File: config.mk
export PLATFORM = sky130hd
export DESIGN_NAME = multiword_adder_seq
export DESIGN_NICKNAME = d
export VERILOG_FILES = /design/src/rtl/multiword_adder_seq.sv
export SDC_FILE = /design/constraint.sdc
export NUM_CORES = 1
export LEC_CHECK = 0
export BUFFER_PORTS_ARGS = -buffer_cell sky130_fd_sc_hd__buf_4
export CAP_MARGIN = 10
export CORE_ASPECT_RATIO = 1.75
export CORE_MARGIN = 1.5
export CORE_UTILIZATION = 50
export DETAILED_ROUTE_END_ITERATION = 10
export GPL_TIMING_DRIVEN = 0
export PLACE_DENSITY = 0.77
export SYNTH_ARGS = -nofsm -noshare
export SYNTH_HDL_FRONTEND = slang
export SYNTH_SLANG_ARGS = --single-unit
export TNS_END_PERCENT = 1
File: constraint.sdc
create_clock -name clk -period 2 [get_ports clk]
set_input_delay 0 -clock clk [delete_from_list [all_inputs] [get_ports clk]]
set_output_delay 0 -clock clk [all_outputs]
set_load 0.01 [all_outputs]
File: src/rtl/multiword_adder_seq.sv
// multiword_adder_seq: adds two LIMBS*W-bit operands one W-bit limb per clock,
// LSB limb first, through a shared external ripple-adder slice. The slice carry
// is chained between limbs through an internal carry register.
//
// Optional feature: define MULTIWORD_ADDER_SEQ_SUB_EN to add the `op` input
// (op=1 computes A - B as A + ~B + 1; cout=1 then means no borrow).
//
// Ports:
//   clk, rst_n          clock, asynchronous active-low reset
//   start               request pulse, sampled only in IDLE
//   op                  (SUB_EN only) 1 = subtract, latched on start
//   a, b, cin           operands and carry-in, latched on start
//   busy, done          handshake: busy while limbs run, done one-cycle pulse
//   sum, cout           result register and final carry-out register
//   add_a/add_b/add_cin limb operands and carry driven to the slice
//   add_sum/add_cout    slice result, combinational from add_a/add_b/add_cin
module multiword_adder_seq #(
    parameter int unsigned W     = 5,
    parameter int unsigned LIMBS = 4
) (
    input  logic                 clk,
    input  logic                 rst_n,
    input  logic                 start,
`ifdef MULTIWORD_ADDER_SEQ_SUB_EN
    input  logic                 op,
`endif
    input  logic [W*LIMBS-1:0]   a,
    input  logic [W*LIMBS-1:0]   b,
    input  logic                 cin,
    output logic                 busy,
    output logic                 done,
    output logic [W*LIMBS-1:0]   sum,
    output logic                 cout,
    output logic [W-1:0]         add_a,
    output logic [W-1:0]         add_b,
    output logic                 add_cin,
    input  logic [W-1:0]         add_sum,
    input  logic                 add_cout
);

    localparam int unsigned IDX_W = (LIMBS > 1) ? $clog2(LIMBS) : 1;
    localparam logic [IDX_W-1:0] LAST_IDX = IDX_W'(LIMBS - 1);

    typedef enum logic [1:0] {
        IDLE = 2'd0,
        RUN  = 2'd1,
        DONE = 2'd2
    } state_t;

    state_t                       state_q, state_d;
    logic [IDX_W-1:0]             idx_q, idx_d;
    logic                         carry_q, carry_d;
    logic [LIMBS-1:0][W-1:0]      a_q, a_d;
    logic [LIMBS-1:0][W-1:0]      b_q, b_d;
    logic [LIMBS-1:0][W-1:0]      sum_q, sum_d;
    logic                         cout_q, cout_d;
    logic                         busy_q, busy_d;
    logic                         done_q, done_d;

    // Values loaded into the B and carry registers on an accepted start.
    logic [W*LIMBS-1:0]           b_load_c;
    logic                         carry_load_c;

`ifdef MULTIWORD_ADDER_SEQ_SUB_EN
    // Subtraction stores ~B and forces the initial carry to 1.
    assign b_load_c     = op ? ~b : b;
    assign carry_load_c = op ? 1'b1 : cin;
`else
    assign b_load_c     = b;
    assign carry_load_c = cin;
`endif

    // Next-state and datapath update.
    always_comb begin
        state_d = state_q;
        idx_d   = idx_q;
        carry_d = carry_q;
        a_d     = a_q;
        b_d     = b_q;
        sum_d   = sum_q;
        cout_d  = cout_q;
        busy_d  = 1'b0;
        done_d  = 1'b0;

        case (state_q)
            IDLE: begin
                if (start) begin
                    a_d     = a;
                    b_d     = b_load_c;
                    carry_d = carry_load_c;
                    sum_d   = '0;
                    cout_d  = 1'b0;
                    idx_d   = '0;
                    state_d = RUN;
                    busy_d  = 1'b1;
                end
            end
            RUN: begin
                sum_d[idx_q] = add_sum;
                carry_d      = add_cout;
                idx_d        = idx_q + IDX_W'(1);
                if (idx_q == LAST_IDX) begin
                    cout_d  = add_cout;
                    idx_d   = '0;
                    state_d = DONE;
                    done_d  = 1'b1;
                end else begin
                    busy_d  = 1'b1;
                end
            end
            DONE: begin
                state_d = IDLE;
            end
            default: begin
                state_d = IDLE;
            end
        endcase
    end

    // State and datapath registers.
    always_ff @(posedge clk or negedge rst_n) begin
        if (!rst_n) begin
            state_q <= IDLE;
            idx_q   <= '0;
            carry_q <= 1'b0;
            a_q     <= '0;
            b_q     <= '0;
            sum_q   <= '0;
            cout_q  <= 1'b0;
            busy_q  <= 1'b0;
            done_q  <= 1'b0;
        end else begin
            state_q <= state_d;
            idx_q   <= idx_d;
            carry_q <= carry_d;
            a_q     <= a_d;
            b_q     <= b_d;
            sum_q   <= sum_d;
            cout_q  <= cout_d;
            busy_q  <= busy_d;
            done_q  <= done_d;
        end
    end

    // Slice drive comes only from registered operands; idle slice sees zeros.
    assign add_a   = (state_q == RUN) ? a_q[idx_q] : '0;
    assign add_b   = (state_q == RUN) ? b_q[idx_q] : '0;
    assign add_cin = (state_q == RUN) ? carry_q : 1'b0;

    assign busy = busy_q;
    assign done = done_q;
    assign sum  = sum_q;
    assign cout = cout_q;

endmodule

; Word-level counts from Yosys, hierarchy flattened
; Index checks and enable logic that the tools add are counted.
[classes]
muxes = 28
n_reduce_logical = 7
n_eq_ne = 4
n_lt_le_gt_ge = 2
add_sub_neg = 1
[op_table]
columns = op, count
row1 = $pmux 20 s2, 1
row2 = $mux 5, 5
row3 = $bmux 5 s2, 2
row4 = $bwmux 20, 1
row5 = $mux 20, 1
row6 = $demux 5 s2, 1
row7 = $mux 1, 8
row8 = $mux 2, 4
row9 = $pmux 2 s2, 2
row10 = $pmux 1 s2, 3
row11 = $reduce_and 2->1, 3
row12 = $ne 2x2->1 const B, 2
row13 = $lt 2x3->1 const B, 1
row14 = $reduce_and 3->1, 1
row15 = $add 2x1->2 const B, 1
row16 = $eq 2x1->1 const B, 1
row17 = $eq 2x2->1 const B, 1
row18 = $ge 2x1->1 const B, 1
row19 = $logic_not 2->1, 1
row20 = $reduce_bool 2->1, 1
row21 = $logic_and 1x1->1, 1
[totals]
reg_bits = 68
out_inout_bits = 34
inputBits = 50

; Depth between registers and ports, before layout
[logic_depth]
word_depth = 6
ltp_mapped = 5
mapped_depth_nobuf = 4

; Worst setup path after synthesis
; Ideal clock, no wire load.
[synth_timing]
kind = register -> register
startpoint = register idx_q[0]
endpoint = register sum_q (netlist bit sum[15])
setup_time_ps = 125
path_buffers = 0
stages_incl_launch_ff = 5
arrival_time_ps = 1441
required_time_ps = 1875
setup_slack_ps = 434
path_cell_list = dfrtp_1 > ha_1 > mux2i_1 > nor2_1 > mux2_2
[synth_via]
elab_chain_len = 6
word_cells_on_any_way = 7
[synth_lines]
columns = item, line
row1 = from (decl), 51  ; logic [IDX_W-1:0] idx_q, idx_d;
row2 = from (signal assigned), 134  ; idx_q <= idx_d;
row3 = $lt 2x3->1 (implied by the code) or $ge 2x1->1 (tied branches), 99  ; sum_d[idx_q] = add_sum;
row4 = $logic_and 1x1->1 (implied by the code), 99
row5 = $mux 5 (implied by the code), 99
row6 = $demux 5 s2 *, 99
row7 = $bwmux 20 *, 99
row8 = $pmux 20 s2 *, 85  ; case (state_q)
row9 = to (signal assigned), 138  ; sum_q <= sum_d;
row10 = to (decl), 55  ; logic [LIMBS-1:0][W-1:0] sum_q, sum_d;
; Every way passes the cells marked *; elsewhere a longest branch is shown, timed or not.
; A chain may end at the register's enable or synchronous reset.

; Worst setup path after layout
[layout_timing]
startpoint = register idx_q[0]
endpoint = output port add_a[1]
[layout_via]
elab_chain_len = 3
[layout_lines]
columns = item, line
row1 = $bmux 5 s2, 146  ; assign add_a = (state_q == RUN) ? a_q[idx_q] : '0;
row2 = $mux 5 (implied by the code), 146
row3 = $mux 5, 146
row4 = to (decl), 34  ; output logic [W-1:0] add_a,
; Every way passes these cells. The select of a mux whose other input is x is not followed.

==> impl_metrics.ini <==
[run_status]
outcome = complete, no violations

[cts]
clk_pin_slew_ps = 70
insertion_delay_ps = 350
htreeDepth = 3
cts_tree = done
cts_sinks = 68
clockBufferDepth = 2
post_cts_buffers = 0
cts_made_buffers = 9
root_buffer = clkbuf_8

[setup_path]
crit_path_max_fanout = 10
critPathKind = reg2out
r2r-start = idx_q[1]$_DFFE_PN0P_
critPathLaunchType = flop
ff2ff_path_depth = 5
end_kind = output port
crit_arrival_ps = 1890
critPathRequiredTime_ps = 2000
rrSetupSlack_ps = 240
reg2reg_to = sum[1]$_DFFE_PN0P_

[timing]
min_period_ps = 1890
drv_slew = 0
finalHoldViolCount = 0
final.setup.worst_slack_ps = 109
rsz0062_at_grt = no
setup_viol = 0
max_freq_mhz = 529
relSlewSlack_pct = 44.1
finalSetupTns_ps = 0
finalClockSkew_ps = 4.16
worstMarginPinSlew_ps = 838
post-route-period-util_pct = 94.6

[final_layout]
final_cell_count_no_fill = 419
seq_area_um2 = 1700
drive_gt1_share_pct = 48.7
multi_input_area_um2 = 1200
fin_util_pct = 74.8
final_common_cell = buf_4
fillers = 387
area_growth_pct = 46.6
mostFrequentLayoutCells = 84 x buf_4, 67 x dfrtp_1, 48 x dlygate4sd3_1
num-nets-final = 391
num_antenna_cells = 0

[yosys]
synth-seq-cells = 68
syn_area_um2 = 2980
synth_area_leaders = dfrtp_1 57%, mux2_2 17%, mux4_2 7.6%
yosysTopAreaCellShare_pct = 57.2
avgSynthCellArea_um2 = 15.3
yosys_warnings = 0
synth_top_cell_by_area = dfrtp_1
synth_cell_types = 26
synth_cells = 194
ys_seq_area_share_pct = 57.2
syn_nets = 249

[min_path]
hold_class = in2async

[global_routing]
grt_pass1_vias = 2440
overflow = 0
grt_pass1_wl_um = 11200
antenna_found_initial = 0
grt_max_degree = 69
grt_usage_pct = 24.4

[die]
die_y_um = 105
core_um2 = 5830
io_pins = 84
die_w_um = 61.3
rows = 37
dieArea_um2 = 6440
initial_utilization_pct = 51.0

[drt]
routed-via-count = 2219
wl_per_cell_um = 16.7
drt-initial-drc-count = 140
wl_um = 6990
antenna_left = 0
drt_pre_antenna_iters = 7
drc = 0
vias_per_cell = 5.30

[placed_design]
hpwl_um = 4670
gp_congestion = 0.769
dp_slack_ps = -44.1
io_buffers = 83
placedCellCount = 355

[pwr]
p_sw_uw = 2110
totalPowerFinal_uw = 6420
switching_share_pct = 32.9
power.clock.fraction_pct = 16.2
power.leakage_uw = 0.00204
seq_power_share_pct = 37.3
ir_worst_vdd_uv = 729
combPwrFrac_pct = 46.5
powerDensity_nw_per_um2 = 1470
p_int_uw = 4310

[job]
cap_violations = 0
## how the worst max path moves through the flow
| stage | start | end |
|---|---|---|
| 6_report | idx_q[0]$_DFFE_PN0P_ | add_a[1] |
| 3_5_place_dp | idx_q[1]$_DFFE_PN0P_ | sum[1]$_DFFE_PN0P_ |
| 5_1_grt | idx_q[0]$_DFFE_PN0P_ | add_a[0] |
| 2_1_floorplan | idx_q[0]$_DFFE_PN0P_ | sum[15]$_DFFE_PN0P_ |
| 4_1_cts | state_q[0]$_DFFE_PN0P_ | add_a[3] |
| 3_3_place_gp | idx_q[1]$_DFFE_PN0P_ | sum[4]$_DFFE_PN0P_ |
## stage by stage
stage / hold WS [ps] / instance area, um^2
2_1_floorplan: -296 / 2980
4_1_cts: 284 / 4360
5_1_grt: 291 / 4360
3_5_place_dp: 162 / 3700
3_3_place_gp: 156 / 3700
6_report: 290 / 4360
## synth_stat cells
master / number
a21o_1: 2
a21oi_1: 1
a22o_1: 1
a32o_1: 15
and2_1: 13
and3_1: 5
buf_2: 7
buf_4: 1
buf_6: 1
clkbuf_1: 2
dfrtp_1: 68
ha_1: 5
inv_1: 3
mux2_2: 45
mux2i_1: 1
mux2i_2: 2
mux4_2: 10
nand2_1: 1
nand2b_1: 1
nor2_1: 2
nor2b_1: 1
nor3_1: 1
nor3b_2: 1
o211ai_1: 1
o21bai_1: 2
o31ai_1: 2
## flip-flops by register name, indices dropped and copies added, names as in the netlist
| register | cells |
|---|---|
| cout | 1 |
| b_q | 20 |
| idx_q | 2 |
| a_q | 20 |
| carry_q | 1 |
| sum | 20 |
| busy | 1 |
| done | 1 |
| state_q | 2 |
## critical path, cell delays in order (launching register included)
cell and delay [ps]:
dfrtp_2 500, buf_6 220, mux4_2 500, and2_1 180
buf_4 140
## timing repair
action                     4_1_cts  5_1_grt
hold buffers                    48        0
pin swaps                        0        0
setup endpoints to repair       19        9
hold endpoints to repair       125        0
gates resized for setup          2        2
## kinds of logic after synthesis
family	synth area share, %
DFF	57.2
buffers and inverters	2.44
muxes	25.9
and+or+nand+nor	5.17
adders and majority gates	2.10
AOI/OAI and AO/OA	7.27
## final cells by class
type                            count  area share [%]
Clock inverter                      1           0.115
Inverter                            3           0.258
Clock buffer                       15            4.04
Sequential cell                    68            39.0
Tap cell                           78            2.24
Buffer                             11            1.46
Timing Repair Buffer              131            25.3
Multi-Input combinational cell    112            27.6
## power groups by stage
| stage | clock network (uW) | logic [uW] | registers, uW |
|---|---|---|---|
| after detailed placement | 0 | 2920 | 2420 |
| after CTS | 1060 | 3000 | 2400 |
| after global placement | 0 | 2850 | 2390 |
| after global routing | 1130 | 3230 | 2480 |
| final | 1040 | 2980 | 2400 |
| after floorplan | 0 | 1850 | 2390 |
## routing by layer
metal / global-route usage (%) / up-vias / routed length [um]
li1: - / 1013 / -
met5: 0 / - / 0
met4: 12.7 / 0 / 267
met2: 41.6 / 89 / 3860
met1: 25.4 / 1091 / 2530
met3: 7.55 / 26 / 333
No activity file was read; power rests on OpenSTA's default activity.
